--- src/rtl/stream_multicast_fork.sv ---
// Ready/valid fork: one registered input beat is replicated to CHANNELS outputs,
// gated by a per-beat destination mask, and retired once every selected output took it.
module stream_multicast_fork #(
  parameter int DATA_WIDTH = 8,
  parameter int CHANNELS   = 2
) (
  input  logic                           clk,
  input  logic                           rst,
  input  logic [DATA_WIDTH-1:0]          in_data,
  input  logic [CHANNELS-1:0]            in_mask,
  input  logic                           in_valid,
  output logic                           in_ready,
  output logic [CHANNELS*DATA_WIDTH-1:0] out_data,
  output logic [CHANNELS-1:0]            out_valid,
  input  logic [CHANNELS-1:0]            out_ready
);

  logic [DATA_WIDTH-1:0] buf_data_r;
  logic [CHANNELS-1:0]   pending_r;
  logic [CHANNELS-1:0]   take_s;
  logic [CHANNELS-1:0]   remain_s;
  logic                  drain_s;
  logic                  buf_full_s;
  logic                  accept_s;

  // Handshake decode: the buffer frees up in the same cycle its last pending channel takes.
  always_comb begin
    take_s     = pending_r & out_ready;
    remain_s   = pending_r & ~take_s;
    drain_s    = (remain_s == {CHANNELS{1'b0}});
    buf_full_s = |pending_r;
    if (rst) begin
      in_ready = 1'b0;
    end else begin
      in_ready = !buf_full_s || drain_s;
    end
    accept_s = in_valid & in_ready;
  end

  // Beat buffer and per-channel pending mask; a zero mask loads nothing visible.
  always_ff @(posedge clk or posedge rst) begin
    if (rst) begin
      buf_data_r <= {DATA_WIDTH{1'b0}};
      pending_r  <= {CHANNELS{1'b0}};
    end else if (accept_s) begin
      buf_data_r <= in_data;
      pending_r  <= in_mask;
    end else begin
      buf_data_r <= buf_data_r;
      pending_r  <= remain_s;
    end
  end

  // Outputs come straight from registers, so they stay stable until taken.
  always_comb begin
    out_valid = pending_r;
    out_data  = {(CHANNELS*DATA_WIDTH){1'b0}};
    for (int i = 0; i < CHANNELS; i++) begin
      out_data[i*DATA_WIDTH +: DATA_WIDTH] = buf_data_r;
    end
  end

endmodule

--- config.mk ---
export PLATFORM = sky130hd
export DESIGN_NAME = stream_multicast_fork
export DESIGN_NICKNAME = d
export VERILOG_FILES = /design/src/rtl/stream_multicast_fork.sv
export SDC_FILE = /design/constraint.sdc
export NUM_CORES = 1
export LEC_CHECK = 0
export CORE_MARGIN = 10
export CORE_UTILIZATION = 35
export CTS_CLUSTER_SIZE = 25
export DETAILED_ROUTE_END_ITERATION = 10
export HOLD_SLACK_MARGIN = 0.1
export PLACE_DENSITY = 0.81
export SLEW_MARGIN = 25
export SYNTH_ARGS = -nofsm -noshare
export SYNTH_HDL_FRONTEND = slang
export SYNTH_SLANG_ARGS = --single-unit
export TNS_END_PERCENT = 10
--- constraint.sdc ---
create_clock -name clk -period 3.6 [get_ports clk]
set_input_delay 0.36 -clock clk [delete_from_list [all_inputs] [get_ports clk]]
set_output_delay 0.36 -clock clk [all_outputs]
set_load 0.005 [all_outputs]
==> key figures <==
Pwr
  • Clock network fraction of design power: a little over a quarter
  • Net switching power of the design: approximately 0.000085 W
  • Peak supply drop: roughly 0.26 mV
  • Leakage component of the power: between 0.3 and 0.4 nW
  • Fraction of power consumed by sequential logic: between 30% and 40%
  • Switching part of the total power: a little under a quarter
  • Design internal power: 0.000290 W
  • Power Dens Cells: roughly 470 mW/mm2
  • Comb power frac: between 30% and 40%

Worst setup path
  • Kind of end point of the critical path: output pin
  • Total buffers and inverters traversed by the critical path: 2
  • Top cell by count, worst path: sky130_fd_sc_hd__clkdlybuf4s50_1
  • CP peak stage delay: around 0.53 ns
  • WP data required: roughly 3.2 ns
  • Worst path arrival time: 1.62 ns
  • Critical path startpoint category: primary input
  • Critical path type: primary input to output pin
  • Cell with the largest stage delay on the worst path: sky130_fd_sc_hd__clkdlybuf4s50_1
  • Largest fanout of any net on the critical path: 3
  • CP cell instances: clkdlybuf4s50_1 -> nor2b_4 -> nor3_1 -> clkdlybuf4s50_1
  • Largest delay share family, worst path: buffers and inverters

Floorplan
  • Starting density of the core: between 30% and 40%
  • Core ar.: about 0.0013 mm2
  • Number of I/O pins: 34
  • Vert. Die Dim: between 50 and 60 um
  • Std-Cell Rows: 13
  • Horizontal extent of the die: 56.7 um
  • Full die area: roughly 0.0032 mm2

Clock network
  • Count of hold buffers inserted by post-cts repair: 0
  • # H-tree levels: 1
  • Clock tree from TritonCTS: done
  • # clock sinks: 10
  • Number of setup buffers added after CTS: 0
  • Clock network latency to the later pin of the worst-skew pair: between 0.2 and 0.3 ns
  • Number of buffers between clock root and the deepest sink: 2
  • Number of buffers inserted during clock tree synthesis: 3
  • Post-CTS resize count: 0
  • Clk pin slew, worst setup/hold paths: ~0.070 ns
  • Clock tree root buffer cell: sky130_fd_sc_hd__clkbuf_4

STA
  • Worst-case hold slack: between 0.4 and 0.5 ns
  • Summed negative setup slack over all endpoints: 0 ns
  • Maximum clock skew at final layout: ~0.0054 ns
  • Slew headroom: a little under three fifths
  • Final count of pins violating max slew: 0
  • Maximum achievable frequency: ~500 MHz
  • Post-route minimum period: about 2 ns
  • Setup ws final: 1.62 ns
  • Slew @ Worst Pin: 0.639 ns
  • Share of the clock period used by the worst path: between 50% and 60%
  • RSZ-0062 raised after global routing: false
  • Hold Fails Final Rpt: 0
  • Setup violations, final: 0

Routing
  • Total length of routed wires: approximately 1200 um
  • Remaining number of nets flagged by the antenna check after routing: 0
  • DRC violations left: 0
  • Detailed-route via count: 346
  • First-iteration detailed-routing DRC count: 2
  • Via-per-instance ratio: 4.49
  • Length of the first detailed-routing pass in iterations: 2
  • WL/cell: ~15 um

Cells and area
  • Sequential Area: 250 um2
  • Area of combinational cells with multiple inputs: 156 um2
  • Nets: 78
  • Fraction of final layout cells with drive strength greater than 1: ~26%
  • Layout Area Growth over Synthesis: 69.1%
  • Filler instances: approximately 110
  • Diodes inserted: 0

Global route
  • Via count of the first global-routing pass: 400
  • Most Used Layer, Global Route: met2
  • Overall routing resource usage: between 7 and 8%
  • Global routing met3 resource utilization: 4.49%
  • Pin count of the biggest net entering global routing: 11
  • Gr ovfl total: 0
  • Met1 usage: under 10%
  • Met2 Use GR: approximately an eighth
  • Antenna violations before repair: 0
  • Wire length of the first global-routing pass: between 1500 and 2000 um

Synthesis
  • Library cells used by synthesis: 9
  • Ranking of synthesized cells by area: sky130_fd_sc_hd__dfrtp_1, sky130_fd_sc_hd__mux2_2, sky130_fd_sc_hd__buf_4
  • Number of synthesis warnings: 0
  • Cell accounting for the most synthesized area: sky130_fd_sc_hd__dfrtp_1
  • Synthesized net count: 48
  • Synth Cell Area: 470 um2
  • Gate Count Post-Synth: 33
  • Share of synthesized area occupied by flip-flops and latches: 53.2%
  • Avg Synthesized Cell Area: between 10 and 15 um2
  • Proportion of netlist area held by the largest area contributor: a little over half
  • Register bit total from synthesis: 10

Place
  • Half-perimeter wire length after detailed placement: 1010 um
  • GPL Wtd Cong: slightly above 0.6
  • Post-placement setup slack: 1.52 ns
  • Count of buffers from port buffering: 33

Min path
  • Min-delay worst type: primary input to asynchronous set/reset pin

Job
  • Max-cap violations: 0

Outcome
  • Outcome: finished, final reports clean
-- cells by family after synthesis --
logic type,count (synthesis),synth area share (%)
buf+inv,9,13.6
compound gates,2,3.72
simple gates,4,10.4
flops,10,53.2
mux,8,19.1
-- area by class of cell --
cell class / count / share of cell area [%]
Inverter: 1 / 0.472
Sequential cell: 10 / 31.4
Clock buffer: 4 / 4.56
Timing Repair Buffer: 33 / 41.5
Tap cell: 15 / 2.36
Multi-Input combinational cell: 14 / 19.7
-- cell usage in the layout, fill, tap and decap left out --
cell                               n
sky130_fd_sc_hd__dfrtp_1          10
sky130_fd_sc_hd__clkdlybuf4s50_1  33
sky130_fd_sc_hd__nor4b_4           1
sky130_fd_sc_hd__clkbuf_8          1
sky130_fd_sc_hd__inv_1             1
sky130_fd_sc_hd__nor3_1            1
sky130_fd_sc_hd__nor2b_4           1
sky130_fd_sc_hd__clkbuf_4          3
sky130_fd_sc_hd__mux2_2            8
sky130_fd_sc_hd__nor2b_1           1
sky130_fd_sc_hd__a21o_2            2
-- registers in the layout, summed over array words and instances, names as in the netlist --
name,count
out_valid,2
buf_data_r,8
-- cells in the mapped netlist --
| cell type | count |
|---|---|
| sky130_fd_sc_hd__a21o_2 | 2 |
| sky130_fd_sc_hd__buf_4 | 8 |
| sky130_fd_sc_hd__dfrtp_1 | 10 |
| sky130_fd_sc_hd__inv_1 | 1 |
| sky130_fd_sc_hd__mux2_2 | 8 |
| sky130_fd_sc_hd__nor2b_1 | 1 |
| sky130_fd_sc_hd__nor2b_4 | 1 |
| sky130_fd_sc_hd__nor3_1 | 1 |
| sky130_fd_sc_hd__nor4b_4 | 1 |
-- through the flow --
step | std cells | area (um2) | power, W | util (%)
6_report | 77 | 796 | 0.000374 | 61.9
5_1_grt | 77 | 796 | 0.000400 | 61.9
4_1_cts | 77 | 796 | 0.000382 | 61.9
3_5_place_dp | 73 | 759 | 0.000282 | 59.1
3_3_place_gp | 73 | 759 | 0.000279 | 59.1
2_1_floorplan | 33 | 470 | 0.000205 | -
-- per-layer routing --
| metal | vias up | wire length [um] |
|---|---|---|
| li1 | 163 | - |
| met1 | 161 | 394 |
| met2 | 20 | 622 |
| met3 | 2 | 123 |
| met4 | 0 | 27 |
| met5 | - | 0 |
-- power by group through the flow --
stage,Sequential (W),Combinational (W),Clock [W]
after global routing,0.000150,0.000139,0.000112
after floorplan,0.000149,0.0000555,0
after detailed placement,0.000149,0.000133,0
after global placement,0.000148,0.000131,0
final,0.000146,0.000130,0.0000986
after CTS,0.000147,0.000134,0.000101
-- path summary, 6_finish.rpt --
check / startpoint / to / slack [ns] / depth (start not counted)
setup / recovery: out_ready[0] / in_ready / 1.62 / 4
hold / removal: rst / buf_data_r[5]$_DFFE_PP0P_ / 0.49 / 2
setup reg to reg: out_valid[1]$_DFF_PP0_ / buf_data_r[6]$_DFFE_PP0P_ / 1.94 / 3
hold reg to reg: buf_data_r[1]$_DFFE_PP0P_ / buf_data_r[1]$_DFFE_PP0P_ / 0.53 / 1
max in group asynchronous: rst / buf_data_r[2]$_DFFE_PP0P_ / 2.84 / 2
min in group clk: buf_data_r[1]$_DFFE_PP0P_ / buf_data_r[1]$_DFFE_PP0P_ / 0.53 / 1
(Power assumes the default switching activity.)
